## src/rtl/mem_bus_pkg.sv

```systemverilog
// ---------------------------------------------------------------------------
// mem_bus_pkg: shared encodings for the F/M memory-port arbiter.  Rev 1.0
// ---------------------------------------------------------------------------
`default_nettype none

package mem_bus_pkg;

  typedef enum logic [1:0] {
    IDLE = 2'd0,
    ADDR = 2'd1,
    DATA = 2'd2
  } state_e;

  typedef enum logic {
    OWN_INST = 1'b0,
    OWN_DATA = 1'b1
  } owner_e;

  localparam logic [1:0] SZ_BYTE = 2'd0;
  localparam logic [1:0] SZ_HALF = 2'd1;
  localparam logic [1:0] SZ_WORD = 2'd2;

endpackage

`default_nettype wire

```

## src/rtl/mem_bus_grant.sv

```systemverilog
// ---------------------------------------------------------------------------
// mem_bus_grant: picks the next bus owner; round-robin when MEM_BUS_ARB_RR_EN
// is defined, fixed data priority otherwise.  Rev 1.0
// ---------------------------------------------------------------------------
`default_nettype none

module mem_bus_grant
  import mem_bus_pkg::*;
(
`ifdef MEM_BUS_ARB_RR_EN
  input  logic   clk,
  input  logic   rst,
  input  logic   done_i,
  input  owner_e done_owner_i,
`endif
  input  logic   req_inst_i,
  input  logic   req_data_i,
  output owner_e grant_o
);

`ifdef MEM_BUS_ARB_RR_EN
  owner_e last_owner_q;

  always_ff @(posedge clk or negedge rst) begin
    if (!rst) begin
      last_owner_q <= OWN_DATA;
    end else if (done_i) begin
      last_owner_q <= done_owner_i;
    end
  end

  always_comb begin
    grant_o = OWN_DATA;
    if (req_inst_i && req_data_i) begin
      grant_o = (last_owner_q == OWN_DATA) ? OWN_INST : OWN_DATA;
    end else if (req_inst_i) begin
      grant_o = OWN_INST;
    end
  end
`else
  // With no request pending the result is don't-care; DATA keeps it simple.
  assign grant_o = (req_data_i || !req_inst_i) ? OWN_DATA : OWN_INST;
`endif

endmodule

`default_nettype wire

```

## src/rtl/mem_bus_arbiter.sv

```systemverilog
// ---------------------------------------------------------------------------
// mem_bus_arbiter: shares one SRAM-like port between fetch and data requesters,
// one outstanding transaction. Optional macro MEM_BUS_ARB_RR_EN.  Rev 1.0
// ---------------------------------------------------------------------------
`default_nettype none

module mem_bus_arbiter
  import mem_bus_pkg::*;
#(
  parameter int ADDR_W = 32,
  parameter int DATA_W = 32
) (
  input  logic                clk,
  input  logic                rst,
  input  logic                i_req,
  input  logic [ADDR_W-1:0]   i_addr,
  output logic                i_addr_ok,
  output logic                i_data_ok,
  output logic [DATA_W-1:0]   i_rdata,
  input  logic                d_req,
  input  logic                d_wr,
  input  logic [1:0]          d_size,
  input  logic [DATA_W/8-1:0] d_wen,
  input  logic [ADDR_W-1:0]   d_addr,
  input  logic [DATA_W-1:0]   d_wdata,
  output logic                d_addr_ok,
  output logic                d_data_ok,
  output logic [DATA_W-1:0]   d_rdata,
  output logic                m_req,
  output logic                m_wr,
  output logic [1:0]          m_size,
  output logic [DATA_W/8-1:0] m_wen,
  output logic [ADDR_W-1:0]   m_addr,
  output logic [DATA_W-1:0]   m_wdata,
  input  logic                m_addr_ok,
  input  logic                m_data_ok,
  input  logic [DATA_W-1:0]   m_rdata,
  output logic                busy
);

  state_e            state_q, state_d;
  owner_e            owner_q, owner_d;
  owner_e            grant;
  logic              wr_q, wr_d;
  logic              i_data_ok_q, d_data_ok_q;
  logic [DATA_W-1:0] i_rdata_q, d_rdata_q;
  logic              own_req;
  logic              resp;

  assign own_req = (owner_q == OWN_DATA) ? d_req : i_req;
  // Responses outside DATA are stale or protocol violations and are dropped.
  assign resp    = (state_q == DATA) && m_data_ok;

  mem_bus_grant u_grant (
`ifdef MEM_BUS_ARB_RR_EN
    .clk          (clk),
    .rst          (rst),
    .done_i       (resp),
    .done_owner_i (owner_q),
`endif
    .req_inst_i   (i_req),
    .req_data_i   (d_req),
    .grant_o      (grant)
  );

  always_ff @(posedge clk or negedge rst) begin
    if (!rst) begin
      state_q <= IDLE;
      owner_q <= OWN_DATA;
      wr_q    <= 1'b0;
    end else begin
      state_q <= state_d;
      owner_q <= owner_d;
      wr_q    <= wr_d;
    end
  end

  always_comb begin
    state_d   = state_q;
    owner_d   = owner_q;
    wr_d      = wr_q;
    m_req     = 1'b0;
    m_wr      = 1'b0;
    m_size    = 2'b00;
    m_wen     = '0;
    m_addr    = '0;
    m_wdata   = '0;
    i_addr_ok = 1'b0;
    d_addr_ok = 1'b0;
    case (state_q)
      IDLE: begin
        if (i_req || d_req) begin
          owner_d = grant;
          state_d = ADDR;
        end
      end
      ADDR: begin
        m_req = 1'b1;
        if (owner_q == OWN_DATA) begin
          m_wr      = d_wr;
          m_size    = d_size;
          m_wen     = d_wen;
          m_addr    = d_addr;
          m_wdata   = d_wdata;
          d_addr_ok = m_addr_ok;
        end else begin
          m_size    = SZ_WORD;
          m_addr    = i_addr;
          i_addr_ok = m_addr_ok;
        end
        // An accepted address always proceeds so we stay in step downstream.
        if (m_addr_ok) begin
          state_d = DATA;
          wr_d    = (owner_q == OWN_DATA) && d_wr;
        end else if (!own_req) begin
          state_d = IDLE;
        end
      end
      DATA: begin
        if (m_data_ok) begin
          state_d = IDLE;
        end
      end
      default: state_d = IDLE;
    endcase
  end

  always_ff @(posedge clk or negedge rst) begin
    if (!rst) begin
      i_data_ok_q <= 1'b0;
      d_data_ok_q <= 1'b0;
      i_rdata_q   <= '0;
      d_rdata_q   <= '0;
    end else begin
      i_data_ok_q <= resp && (owner_q == OWN_INST);
      d_data_ok_q <= resp && (owner_q == OWN_DATA);
      // Stores complete with a pulse only; load data is left untouched.
      if (resp && !wr_q) begin
        if (owner_q == OWN_INST) begin
          i_rdata_q <= m_rdata;
        end else begin
          d_rdata_q <= m_rdata;
        end
      end
    end
  end

  assign i_data_ok = i_data_ok_q;
  assign d_data_ok = d_data_ok_q;
  assign i_rdata   = i_rdata_q;
  assign d_rdata   = d_rdata_q;
  assign busy      = (state_q != IDLE);

endmodule

`default_nettype wire
```

## config.mk

```make
export PLATFORM = sky130hd
export DESIGN_NAME = mem_bus_arbiter
export DESIGN_NICKNAME = d
export VERILOG_FILES = /design/src/rtl/mem_bus_pkg.sv /design/src/rtl/mem_bus_grant.sv /design/src/rtl/mem_bus_arbiter.sv
export SDC_FILE = /design/constraint.sdc
export NUM_CORES = 1
export LEC_CHECK = 0
export ABC_AREA = 1
export BUFFER_PORTS_ARGS = -buffer_cell sky130_fd_sc_hd__buf_2
export CAP_MARGIN = 20
export CORE_AREA = 2 2 110 112
export DETAILED_ROUTE_END_ITERATION = 10
export DIE_AREA = 0 0 112 114
export GPL_ROUTABILITY_DRIVEN = 0
export GPL_TIMING_DRIVEN = 0
export PLACE_DENSITY = 0.69
export SLEW_MARGIN = 0
export SYNTH_ARGS = -nofsm -noshare
export SYNTH_HDL_FRONTEND = slang
export SYNTH_HIERARCHICAL = 1
export SYNTH_SLANG_ARGS = --single-unit
```

## constraint.sdc

```tcl
create_clock -name clk -period 1.63 [get_ports clk]
set_clock_uncertainty 0.05 [all_clocks]
set_input_delay 0.326 -clock clk [delete_from_list [all_inputs] [get_ports clk]]
set_output_delay 0.326 -clock clk [all_outputs]
set_load 0.02 [all_outputs]
```

-- Word-level counts from Yosys, hierarchy flattened
Index checks and enable logic that the tools add are counted.
- logic and storage cells: 51
- register bits: 70
- output and inout port bits: 141
- bitwise gates (word level): 1
- equal/unequal tests: 5
- reductions and logical operators: 16
- multiplexer cells: 22
- operators with widths (operator ; count):
    $mux 32 ; 4
    $mux 2 ; 6
    $mux 1 ; 9
    $mux 4 ; 2
    $reduce_and 2->1 ; 4
    $pmux 2 s3 ; 1
    $logic_and 1x1->1 ; 5
    $ne 2x2->1 const B ; 2
    $ne 3x3->1 const B ; 1
    $reduce_and 3->1 ; 1
    $eq 2x1->1 const B ; 1
    $eq 2x2->1 const B ; 1
    $logic_not 1->1 ; 2
    $logic_not 2->1 ; 1
    $logic_or 1x1->1 ; 2
    $reduce_bool 2->1 ; 1
    $not 1->1 ; 1

-- Logic depth before layout (Yosys ltp)
Gate-level depths: netlist of the first run.
- depth in word-level cells: 4
- depth in mapped cells: 7
- mapped depth without buffers: 5

-- Modules after synthesis
Netlist of the first run, hierarchy kept.
- by module, submodules not included (module ; instances ; area an instance (µm²) ; cells an instance):
    mem_bus_arbiter ; 1 ; 3619.7 ; 505
    mem_bus_grant ; 1 ; 7.5 ; 2

-- Least setup slack after synthesis of the first run
OpenSTA, ideal clock, no wires.
- path kind: register to output
- start: register state_q[0]
- end: output m_addr[24]
- slack: -0.248 ns
- data required time: 1.254 ns
- cell stages (with the launch flop): 6
- arrival: 1.502 ns
- path through: dfrtp_1 > inv_2 > nor2_1 > inv_2 > buf_6 > a21oi_1
- word-level cells in the longest chain between the ends: 2
- ends and longest elaborated chain (element ; line ; source):
    from (decl) ; mem_bus_arbiter.sv:41 ; state_e state_q, state_d;
    from (signal assigned) ; mem_bus_arbiter.sv:72 ; state_q <= state_d;
    $eq 2x1->1 ; mem_bus_arbiter.sv:90 ; case (state_q)
    $mux 32 ; mem_bus_arbiter.sv:90 ;
    to (decl) ; mem_bus_arbiter.sv:33 ; output logic [ADDR_W-1:0] m_addr,
No other way between the ends.

-- Worst setup path in the final report of the first run
- start: register owner_q
- end: output m_wdata[15]
- word-level cells in the longest chain between the ends: 2
- ends and longest elaborated chain (element ; line ; source):
    from (decl) ; mem_bus_arbiter.sv:42 ; owner_e owner_q, owner_d;
    from (signal assigned) ; mem_bus_arbiter.sv:73 ; owner_q <= owner_d;
    $mux 32 ; mem_bus_arbiter.sv:99 ; if (owner_q == OWN_DATA) begin
    $mux 32 ; mem_bus_arbiter.sv:90 ;
    to (decl) ; mem_bus_arbiter.sv:34 ; output logic [DATA_W-1:0] m_wdata,
No other way between the ends.

==> impl_summary.log, run 1 <==
INFO  metric max_h_tree_level = 3
INFO  metric fmaxAchievable = 500 MHz
INFO  metric ys_seq_elements = 70
INFO  metric dp.final_hpwl = between 10 and 15 mm
INFO  metric hold_viol_final = 0
INFO  metric floorplan.rows = 40
INFO  metric path_class = flop to output port
INFO  metric switching_power = roughly 6.5 mW
INFO  metric layout-area-overhead-vs-synth = 83.4%
INFO  metric critical-path-top-delay-family = flip-flops
INFO  metric synth_top_cells_by_area = sky130_fd_sc_hd__dfrtp_1 48%, sky130_fd_sc_hd__nand2_1 25%, sky130_fd_sc_hd__nand3_1 9.1%, sky130_fd_sc_hd__nor2_1 4.8%, sky130_fd_sc_hd__a21oi_1 4.4%
INFO  metric die_x = 112 microns
INFO  metric min-delay-path-class = input pin to async pin
INFO  metric rsz_0062_raised_after_global_routing = true
INFO  metric synthesis.instances = 507
INFO  metric final_net_count = roughly 960
INFO  metric cpMostUsedCell = sky130_fd_sc_hd__buf_8
INFO  metric violations = setup timing
INFO  metric via_count_of_the_first_global_routing_pass = 4229
INFO  metric drt_drc_violations_left = 0
INFO  metric antenna_found_initial = 0
INFO  metric start_util = 31.0%
INFO  metric clk_lat_worst_skew = 0.32 ns
INFO  metric timing.final.crit_period = 2.00 ns
INFO  metric critPathMaxStageDelay = 0.53 ns
INFO  metric number_of_max_cap_violations = 0
INFO  metric report.power.total = about 14 mW
INFO  metric slowest_stage = sky130_fd_sc_hd__dfstp_2
INFO  metric global_route.usage.total = 22.3%
INFO  metric clk_root_buffer_cell = sky130_fd_sc_hd__clkbuf_16
INFO  metric seqPwrFrac = ~22%
INFO  metric final_min_period_over_clock_period = 123%
INFO  metric port_buffers = ~280
INFO  metric critical_path.max_fanout = 8
INFO  metric syn_area = about 0.0036 sq mm
INFO  metric num_antenna_cells = 0
INFO  metric path_cells = buf_8, buf_12, buf_8, nand2_1, nor2_4, buf_6
INFO  metric finalWirelength = 15.6 mm
INFO  metric startpoint_type = flop
INFO  metric worst_slew_pin_slew = 0.892 ns
INFO  metric m1WireLength = 6.26 mm
INFO  metric route.top_layer_used = met4
INFO  metric crit_arrival = 1.62 ns
INFO  metric deepest_clock_path_buffer_count = 2
INFO  metric seq_area_frac_synth = 48.3%
INFO  metric io_pins = 282
INFO  metric detail_route.vias_per_cell = 4.69
INFO  metric detailedRoute.firstPassIterationCount = 4
INFO  metric netlist.area_leader.share = between 40% and 50%
INFO  metric power.internal = 7.17 mW
INFO  metric setup_viol = 73
INFO  metric critPathCaptureType = output port
INFO  metric reported_leakage_power = 3.68 nW
INFO  metric die-area = between 0.01 and 0.015 sq mm
INFO  metric cts.reportedPaths.clkPinSlew = 0.06 ns
INFO  metric critPathRequiredTime = about 1.3 ns
INFO  metric final_area = 0.00665 sq mm
INFO  metric die_h = 114 microns
INFO  metric clkSinkCount = 70
INFO  metric cp.buffers_inverters = 4
INFO  metric grt_overflow_total = 0
INFO  metric timing.final.max_slew_violations = 0
INFO  metric setup_ws = -0.369 ns
INFO  metric yosysWarningCount = 6
INFO  metric grt_max_degree = 71
INFO  metric drtAntennaViolNets = 0
INFO  metric grt_pass1_wl = 22.5 mm
INFO  metric place_area = 0.00544 sq mm
INFO  metric drt_iter0_markers = ~330
INFO  metric synth_largest_area_cell = sky130_fd_sc_hd__dfrtp_1
INFO  metric drive_gt1_share = ~55%
INFO  metric peakVddDrop = 0.992 mV
INFO  metric route.met2.wl = 8.09 mm
INFO  metric maxSlewHeadroom = 40.5%
INFO  metric power.switching_fraction = between 40% and 50%
INFO  metric synth.net_count = 648
INFO  metric drt-wirelength-per-cell = 16.1 microns
INFO  metric synth.distinct_cells = 17
INFO  metric layout.cells.most_common_list = 221 x sky130_fd_sc_hd__buf_2, 212 x sky130_fd_sc_hd__nand2_1, 68 x sky130_fd_sc_hd__dfrtp_1, 66 x sky130_fd_sc_hd__nand3_1, 49 x sky130_fd_sc_hd__buf_6
INFO  metric synth.avg_cell_area = 7.15 sq um
INFO  metric postLayoutCoreUtil = 56.8%
INFO  metric power.share.clock = 14.9%
INFO  metric clock_tree_from_tritoncts = built
INFO  metric status = complete, but fails checks
INFO  metric layout_commonest_cell = sky130_fd_sc_hd__buf_2
INFO  metric routed-wl-met3 = 953 microns
INFO  metric power_density = 2050 mW/mm^2
INFO  metric route.vias.total = 4547
INFO  metric share_comb_of_total_power = 63.5%
INFO  metric core = around 0.012 sq mm
INFO  metric tritoncts.num_buffers = 9
==> through the flow <==
step           worst slack [ns]  instances  setup TNS (ns)  hold WS [ns]
2_1_floorplan            -0.104        507           -1.12       -0.0196
3_3_place_gp             -0.394        935          -33.25         0.398
3_5_place_dp             -0.395        935          -18.69         0.404
4_1_cts                  -0.350        960          -22.35         0.122
5_1_grt                  -0.431        969          -25.97         0.157
6_report                 -0.369        969          -21.44        0.0623
==> area by class of cell <==
class	instances	area [sq um]
tap	147	184
inverter	9	36.3
fill	1118	5060
clock inverter	4	72.6
timing repair buffer	300	1910
buffer	38	383
multi-input combinational	390	2080
sequential	70	1750
clock buffer	11	233
==> layer usage <==
metal	track usage [%]	vias to the layer above
li1	-	2222
met1	28.4	2113
met2	39.0	190
met3	3.99	22
met4	6.75	0
met5	0	-
==> kinds of logic (layout without fill, tap and decap cells) <==
family                 count (synthesis)  in the layout  synth area share, %
DFF                                   70             70                 48.3
buffers and inverters                 47            362                 7.35
AOI/OAI and AO/OA                     36             36                 5.04
and+or+nand+nor                      354            354                 39.3
==> power groups by stage <==
| stage | logic (mW) | registers [mW] | clock network (mW) |
|---|---|---|---|
| final | 8.66 | 2.95 | 2.03 |
| after global routing | 9.27 | 3.04 | 2.16 |
| after CTS | 7.89 | 2.95 | 2.06 |
| after detailed placement | 6.88 | 2.97 | 0 |
| after global placement | 6.83 | 2.94 | 0 |
| after floorplan | 3.55 | 3.88 | 0 |
==> final timing paths <==
check | end | slack, ns | depth (start not counted) | startpoint
setup / recovery | m_wdata[15] | -0.37 | 6 | owner_q
hold / removal | i_rdata[9] | 0.06 | 1 | rst
setup reg to reg | d_rdata[15] | 0.10 | 7 | owner_q
hold reg to reg | i_rdata[17] | 0.41 | 2 | i_rdata[17]
max in group asynchronous | state_q[1] | 0.82 | 1 | rst
min in group clk | state_q[1] | 0.20 | 2 | m_data_ok
==> worst reg2reg max path, stage by stage, from the launching register on <==
cell and delay, ns:
sky130_fd_sc_hd__dfstp_2 0.53, sky130_fd_sc_hd__buf_8 0.12, sky130_fd_sc_hd__buf_4 0.12, sky130_fd_sc_hd__nand4_1 0.08
sky130_fd_sc_hd__buf_4 0.17, sky130_fd_sc_hd__clkbuf_2 0.19, sky130_fd_sc_hd__nand2_1 0.09, sky130_fd_sc_hd__nand2_1 0.05
==> flip-flops by register name, indices dropped and copies added, names as in the netlist <==
signal     count
d_rdata       32
i_rdata       32
state_q        2
d_data_ok      1
i_data_ok      1
owner_q        1
wr_q           1
==> synthesized netlist by cell type <==
cell type / instances
sky130_fd_sc_hd__nand2_1: 238
sky130_fd_sc_hd__dfrtp_1: 69
sky130_fd_sc_hd__nand3_1: 66
sky130_fd_sc_hd__nor2_1: 46
sky130_fd_sc_hd__a21oi_1: 32
sky130_fd_sc_hd__clkbuf_1: 17
sky130_fd_sc_hd__buf_2: 9
sky130_fd_sc_hd__buf_6: 9
sky130_fd_sc_hd__inv_1: 6
sky130_fd_sc_hd__buf_4: 3
sky130_fd_sc_hd__inv_2: 3
sky130_fd_sc_hd__o21ai_0: 3
sky130_fd_sc_hd__nand4_1: 2
sky130_fd_sc_hd__dfstp_2: 1
sky130_fd_sc_hd__nor2_4: 1
sky130_fd_sc_hd__nor3_1: 1
sky130_fd_sc_hd__o31ai_1: 1
==> timing repair <==
item | in CTS | in global routing
endpoints found under the setup margin | 123 | 124
hold buffers | 0 | 0
gates cloned | 2 | 2
buffers inserted | 8 | 7
gates resized for setup | 131 | 94
pin swaps | 14 | 26
Note: power is estimated with default switching activity, not from simulation.
==> inputs of run 2 (changes only) <==
--- a/config.mk
+++ b/config.mk
@@ -9,10 +9,12 @@
 export BUFFER_PORTS_ARGS = -buffer_cell sky130_fd_sc_hd__buf_2
 export CAP_MARGIN = 20
 export CORE_AREA = 2 2 110 112
+export CTS_CLUSTER_SIZE = 25
 export DETAILED_ROUTE_END_ITERATION = 10
 export DIE_AREA = 0 0 112 114
 export GPL_ROUTABILITY_DRIVEN = 0
 export GPL_TIMING_DRIVEN = 0
+export MAX_ROUTING_LAYER = met4
 export PLACE_DENSITY = 0.69
 export SLEW_MARGIN = 0
 export SYNTH_ARGS = -nofsm -noshare
==> constraint.sdc (replaced) <==
create_clock -name clk -period 1.8 [get_ports clk]
set_clock_uncertainty 0.05 [all_clocks]
set_input_delay 0.36 -clock clk [delete_from_list [all_inputs] [get_ports clk]]
set_output_delay 0.36 -clock clk [all_outputs]
set_load 0.02 [all_outputs]
==> run 2 against run 1 <==
  * The flow still finishes with violations (setup timing)
  * Final area is 3.5% lower
  * Die area stayed put
  * Sequential power is 9.2% lower
  * Global-route usage is 0.47 points higher
  * Worst hold slack better by 0.058 ns
  * Worst setup slack better by 0.13 ns
  * Count of clock-buffer cells in the layout is 1 higher
  * Wire length is 4.6% lower
  * Power is 13% lower
  * Largest cell class unchanged
  * Largest power group unchanged
==> impl_summary.log, run 2 (same netlist as run 1, synthesis figures left out) <==
INFO  metric clk_root_buffer_cell = sky130_fd_sc_hd__clkbuf_16
INFO  metric grt_pass1_wl = 22.2 mm
INFO  metric fmaxAchievable = just under 500 MHz
INFO  metric path_cells = buf_8, buf_12, clkbuf_8, nand2_2, nor2_2, buf_6
INFO  metric critical-path-top-delay-family = buffers and inverters
INFO  metric status = complete, but fails checks
INFO  metric io_pins = 282
INFO  metric maxSlewHeadroom = 39.8%
INFO  metric timing.final.max_slew_violations = 0
INFO  metric port_buffers = 281
INFO  metric die_x = 112 microns
INFO  metric critPathMaxStageDelay = ~0.53 ns
INFO  metric finalWirelength = 14.9 mm
INFO  metric setup_ws = -0.235 ns
INFO  metric layout-area-overhead-vs-synth = 77.1%
INFO  metric rsz_0062_raised_after_global_routing = true
INFO  metric cts_hold_fix_bufs = 0
INFO  metric detail_route.vias_per_cell = 4.68
INFO  metric final_net_count = 947
INFO  metric critical_path.max_fanout = 8
INFO  metric tritoncts.num_buffers = 9
INFO  metric report.power.total = 11.9 mW
INFO  metric path_class = flop to output port
INFO  metric reg2reg_setup_slack = around 0.16 ns
INFO  metric worst_slew_pin_slew = 0.903 ns
INFO  metric worst_r2r_endpoint = d_rdata[13]
INFO  metric die-area = ~0.013 sq mm
INFO  metric clkSinkCount = 70
INFO  metric core = 0.0117 sq mm
INFO  metric die_h = 114 microns
INFO  metric violations = setup timing
INFO  metric rr_startpoint = state_q[0]
INFO  metric dp.final_hpwl = 10.9 mm
INFO  metric detailedRoute.firstPassIterationCount = 4
INFO  metric drt_drc_violations_left = 0
INFO  metric power_density = 1850 mW/mm^2
INFO  metric global_route.usage.total = 22.8%
INFO  metric startpoint_type = flop
INFO  metric crit_arrival = about 1.6 ns
INFO  metric floorplan.rows = 40
INFO  metric cp.buffers_inverters = 4
INFO  metric setup_viol = 73
INFO  metric reported_leakage_power = 3.60 nW
INFO  metric crit_end = m_wdata[17]
INFO  metric clock_tree_from_tritoncts = built
INFO  metric final_min_period_over_clock_period = 113%
INFO  metric num_antenna_cells = 0
INFO  metric peakVddDrop = approximately 0.90 mV
INFO  metric multi_input_area = 0.00192 sq mm
INFO  metric fillCellCount = 1133
INFO  metric critPathCaptureType = output port
INFO  metric clk_lat_worst_skew = around 0.32 ns
INFO  metric start_util = 31.0%
INFO  metric slowest_stage = sky130_fd_sc_hd__dfstp_2
INFO  metric timing.final.crit_period = 2.04 ns
INFO  metric seq_area = 0.00175 sq mm
INFO  metric hold_viol_final = 0
INFO  metric layout.cells.most_common_list = 215 x sky130_fd_sc_hd__nand2_1, 211 x sky130_fd_sc_hd__buf_2, 69 x sky130_fd_sc_hd__dfrtp_1, 66 x sky130_fd_sc_hd__nand3_1, 48 x sky130_fd_sc_hd__buf_4
INFO  metric number_of_max_cap_violations = 0
INFO  metric layout_commonest_cell = sky130_fd_sc_hd__nand2_1
INFO  metric critPathRequiredTime = between 1 and 1.5 ns
INFO  metric drt_iter0_markers = 307
INFO  metric cp.depth = 6
INFO  metric cts.reportedPaths.clkPinSlew = 0.06 ns
INFO  metric route.vias.total = 4480
INFO  metric antenna_found_initial = 0
INFO  metric rr_worst_depth = 6
INFO  metric grt_overflow_total = 0
INFO  metric grt_max_degree = 71
INFO  metric min-delay-path-class = input pin to async pin
INFO  metric max_h_tree_level = 3
INFO  metric pre_cts_ws = -0.309 ns
INFO  metric deepest_clock_path_buffer_count = 2
INFO  metric worstSetupStartpoint = owner_q
INFO  metric drive_gt1_share = between 50% and 60%
INFO  metric drt-wirelength-per-cell = 15.6 microns
INFO  metric drtAntennaViolNets = 0
INFO  metric via_count_of_the_first_global_routing_pass = 4303
run 2: cell count changes in the layout (fill, tap and decap cells not counted), moves of 4 or more:
cell / delta
sky130_fd_sc_hd__a21oi_2: -19
sky130_fd_sc_hd__a21oi_1: +18
sky130_fd_sc_hd__nor2_4: -12
sky130_fd_sc_hd__buf_2: -10
sky130_fd_sc_hd__nor2_1: +7
sky130_fd_sc_hd__nor2_2: +5
sky130_fd_sc_hd__buf_6: -4
sky130_fd_sc_hd__clkbuf_1: +4
sky130_fd_sc_hd__nand2_4: -4
run 2: final cells by class:
type,count,share of cell area (%)
buffer,38,6.82
clock buffer,12,3.84
clock inverter,4,0.857
inverter,9,0.604
multi-input combinational,390,29.9
sequential,70,27.3
tap,147,2.86
timing repair buffer,288,27.8
run 2: power by group:
part / total [mW] / switching [mW] / internal [mW]
clock: 1.77 / 0.650 / 1.12
sequential: 2.68 / 0.382 / 2.29
combinational: 7.46 / 4.60 / 2.87
run 2: repair_timing:
item | CTS | global route
pin swaps | 21 | 14
cloned | 4 | 0
gates resized for setup | 180 | 51
buffers inserted | 3 | 2
setup endpoints to repair | 73 | 98
run 2: stage by stage:
step	hold slack [ns]	std cells	cell area [sq um]	TNS [ns]	utilization [%]
4_1_cts	0.143	958	6280	-13.17	53.6
2_1_floorplan	0.0144	507	3700	0	-
3_3_place_gp	0.398	935	5300	-13.60	45.2
5_1_grt	0.183	958	6420	-15.39	54.8
3_5_place_dp	0.404	935	5300	-8.66	45.2
6_report	0.120	958	6420	-10.99	54.8
run 2: layer usage:
metal	routed length [microns]	global-route usage, %	up-vias
met5	0	-	-
met4	176	6.83	0
met3	920	4.20	12
met2	7690	39.2	187
met1	6130	27.5	2080
li1	-	-	2201
run 2: how the worst min path moves through the flow:
stage                           start     endpoint  slack, ns
final                             rst  d_rdata[10]       0.12
after global routing              rst   d_rdata[9]       0.18
after CTS                         rst   i_rdata[3]       0.14
after detailed placement  d_rdata[12]  d_rdata[12]       0.40
after global placement    d_rdata[12]  d_rdata[12]       0.40
after floorplan                   rst    d_data_ok       0.01
==> inputs of run 3 (changes only) <==
--- a/config.mk
+++ b/config.mk
@@ -5,13 +5,12 @@
 export SDC_FILE = /design/constraint.sdc
 export NUM_CORES = 1
 export LEC_CHECK = 0
-export ABC_AREA = 1
 export BUFFER_PORTS_ARGS = -buffer_cell sky130_fd_sc_hd__buf_2
 export CAP_MARGIN = 20
-export CORE_AREA = 2 2 110 112
+export CORE_AREA = 2 2 109 111
 export CTS_CLUSTER_SIZE = 25
 export DETAILED_ROUTE_END_ITERATION = 10
-export DIE_AREA = 0 0 112 114
+export DIE_AREA = 0 0 111 113
 export GPL_ROUTABILITY_DRIVEN = 0
 export GPL_TIMING_DRIVEN = 0
 export MAX_ROUTING_LAYER = met4
==> run 3 against run 2 <==
  * The run still ends with setup timing left
  * Critical path type unchanged
  * Sequential power down 2%
  * Largest cell class unchanged
  * Wire length down 7.9%
  * Utilization up 3.3 points
  * Worst setup slack worse by 0.051 ns
  * Worst hold slack worse by 0.011 ns
==> impl_summary.log, run 3 <==
INFO  metric die-area = ~0.013 sq mm
INFO  metric synth.net_count = between 400 and 500
INFO  metric seq_area_frac_synth = 49.0%
INFO  metric peakVddDrop = ~0.94 mV
INFO  metric reg2reg_setup_slack = roughly 0.010 ns
INFO  metric clkSinkCount = 70
INFO  metric drt_drc_violations_left = 0
INFO  metric synth.avg_cell_area = 12.5 sq um
INFO  metric die_h = 113 microns
INFO  metric seqPwrFrac = 22.9%
INFO  metric clk_root_buffer_cell = sky130_fd_sc_hd__clkbuf_16
INFO  metric netlist.area_leader.share = 48.2%
INFO  metric use_met2 = 36.0%
INFO  metric cp.depth = 6
INFO  metric antenna_found_initial = 0
INFO  metric rr_worst_depth = 6
INFO  metric timing.final.max_slew_violations = 0
INFO  metric detailedRoute.firstPassIterationCount = 4
INFO  metric postSynth.asyncResetShare = 100%
INFO  metric power.share.clock = between 10% and 20%
INFO  metric min-delay-path-class = input pin to async pin
INFO  metric synth_top_cells_by_area = sky130_fd_sc_hd__dfrtp_1 48%, sky130_fd_sc_hd__mux2_4 13%, sky130_fd_sc_hd__mux2_2 10%, sky130_fd_sc_hd__mux2i_1 8.9%, sky130_fd_sc_hd__and3_1 6.8%
INFO  metric final_min_period_over_clock_period = 116%
INFO  metric power_density = approximately 1800 mW/mm^2
INFO  metric final_area = 0.00655 sq mm
INFO  metric setup_ws = -0.287 ns
INFO  metric io_pins = 282
INFO  metric status = complete, but fails checks
INFO  metric grt-busiest-layer = met2
INFO  metric critPathMaxStageDelay = 0.52 ns
INFO  metric critPathRequiredTime = approximately 1.4 ns
INFO  metric synth_commonest_cells = 69 x sky130_fd_sc_hd__dfrtp_1, 39 x sky130_fd_sc_hd__and3_1, 36 x sky130_fd_sc_hd__nor2_1
INFO  metric route.vias.total = 3565
INFO  metric slowest_stage = sky130_fd_sc_hd__dfstp_2
INFO  metric yosysWarningCount = 6
INFO  metric power.internal = between 6 and 7 mW
INFO  metric rsz_0062_raised_after_global_routing = true
INFO  metric global_route.usage.met1 = 22.4%
INFO  metric deepest_clock_path_buffer_count = 2
INFO  metric cts.reportedPaths.clkPinSlew = 0.06 ns
INFO  metric grt_overflow_total = 0
INFO  metric path_class = flop to output port
INFO  metric cp.buffers_inverters = 5
INFO  metric path_cells = buf_6, buf_12, buf_12, clkbuf_16, and3_4, buf_6
INFO  metric drtAntennaViolNets = 0
INFO  metric grt_max_degree = 71
INFO  metric floorplan.rows = 39
INFO  metric final_cells = 753
INFO  metric switching_power = about 4.6 mW
INFO  metric fillCellCount = 933
INFO  metric ys_dominant_reg_cell = sky130_fd_sc_hd__dfrtp_1
INFO  metric detail_route.vias_per_cell = about 4.7
INFO  metric hold_viol_final = 0
INFO  metric place_inst = 710
INFO  metric tritoncts.num_buffers = 9
INFO  metric drt-wirelength-per-cell = 18.2 microns
INFO  metric drt_iter0_markers = 167
INFO  metric num_antenna_cells = 0
INFO  metric layout.cells.most_common_list = 227 x sky130_fd_sc_hd__buf_2, 68 x sky130_fd_sc_hd__dfrtp_1, 54 x sky130_fd_sc_hd__buf_6, 42 x sky130_fd_sc_hd__mux2_4, 28 x sky130_fd_sc_hd__nor2_1
INFO  metric synth.distinct_cells = 25
INFO  metric crit_arrival = 1.68 ns
INFO  metric setup_viol = 73
INFO  metric synth_most_common_cell = sky130_fd_sc_hd__dfrtp_1
INFO  metric reported_leakage_power = 3.58 nW
INFO  metric power.switching_fraction = ~40%
INFO  metric critical-path-top-delay-family = buffers and inverters
INFO  metric place_area = 0.00519 sq mm
INFO  metric clock_tree_from_tritoncts = built
INFO  metric grt_pass1_wl = ~20 mm
INFO  metric global_route.usage.total = 21.0%
INFO  metric dp.final_hpwl = around 10 mm
INFO  metric clk_lat_worst_skew = 0.33 ns
INFO  metric synth_enable_flop_cells = 0
INFO  metric critical_path.max_fanout = 6
INFO  metric start_util = 31.8%
INFO  metric finalWirelength = 13.7 mm
INFO  metric layout-area-overhead-vs-synth = 82.9%
INFO  metric ys_seq_elements = 70
INFO  metric timing.final.crit_period = 2.09 ns
INFO  metric core = about 0.011 sq mm
INFO  metric met3_usage = 6.00%
INFO  metric worst_slew_pin_slew = 0.883 ns
INFO  metric maxSlewHeadroom = 41.1%
INFO  metric die_x = 111 microns
INFO  metric startpoint_type = flop
INFO  metric layout_commonest_cell = sky130_fd_sc_hd__buf_2
INFO  metric violations = setup timing
INFO  metric drive_gt1_share = between 70% and 80%
INFO  metric syn_area = 0.00358 sq mm
INFO  metric final_net_count = 746
INFO  metric critPathCaptureType = output port
INFO  metric holdWs = around 0.11 ns
INFO  metric fmaxAchievable = approximately 480 MHz
INFO  metric via_count_of_the_first_global_routing_pass = 3754
INFO  metric max_h_tree_level = 3
INFO  metric port_buffers = ~280
INFO  metric synthesis.instances = 286
INFO  metric postLayoutCoreUtil = 58.1%
INFO  metric number_of_max_cap_violations = 0
INFO  metric synth_largest_area_cell = sky130_fd_sc_hd__dfrtp_1
INFO  metric share_comb_of_total_power = 61.8%
==> run 3: metrics by stage <==
stage | setup WS (ns) | setup TNS [ns] | power, mW
floorplan | 0.0101 | 0 | 6.18
global placement | -0.317 | -10.09 | 7.95
detailed placement | -0.337 | -11.72 | 8.06
CTS | -0.299 | -22.60 | 10.9
global route | -0.337 | -21.92 | 12.1
finish | -0.287 | -16.66 | 11.5
==> run 3: worst paths after layout <==
kind / startpoint / end
worst max register to register: owner_q / d_rdata[13]
max in group asynchronous: rst / state_q[0]
min in group clk: m_data_ok / state_q[1]
worst min register to register: i_rdata[13] / i_rdata[13]
worst max-delay path: owner_q / m_wdata[8]
worst min-delay path: rst / i_rdata[19]
==> run 3: cell type report <==
class	instances	area (sq um)	share of cell area, %
multi-input cells	189	1910	29.2
inverters	3	16.3	0.248
plain buffers	24	323	4.93
repair buffers	308	2060	31.5
clock buffers	10	239	3.65
clock inverters	6	61.3	0.936
well taps	143	179	2.73
flip-flops and latches	70	1750	26.8
==> run 3: what timing repair did <==
action,CTS,global route
gates cloned,6,5
buffers inserted,8,10
gates resized for setup,145,81
pin swaps,3,6
hold buffers,0,0
hold endpoints to repair,0,0
setup endpoints to repair,134,136
==> run 3: layer usage <==
layer / vias to the layer above / share of wire [%]
li1: 1633 / -
met1: 1699 / 36
met5: - / 0
met3: 38 / 7.2
met4: 0 / 4.1
met2: 195 / 53
==> run 3: logic make-up (layout without fill, tap and decap cells) <==
kind of cell / count (synthesis) / after routing / synth area share (%)
AND/OR/NAND/NOR: 86 / 86 / 12.9
buffers and inverters: 27 / 351 / 4.72
flip-flops: 70 / 70 / 49.0
multiplexers: 97 / 97 / 32.5
AO/OA/AOI/OAI: 6 / 6 / 0.943
==> run 3: power by group through the flow <==
stage / Sequential, mW / Combinational, mW / Clock, mW
6_report: 2.63 / 7.10 / 1.77
2_1_floorplan: 3.39 / 2.78 / 0
5_1_grt: 2.71 / 7.46 / 1.90
4_1_cts: 2.61 / 6.49 / 1.82
3_5_place_dp: 2.63 / 5.42 / 0
3_3_place_gp: 2.60 / 5.35 / 0
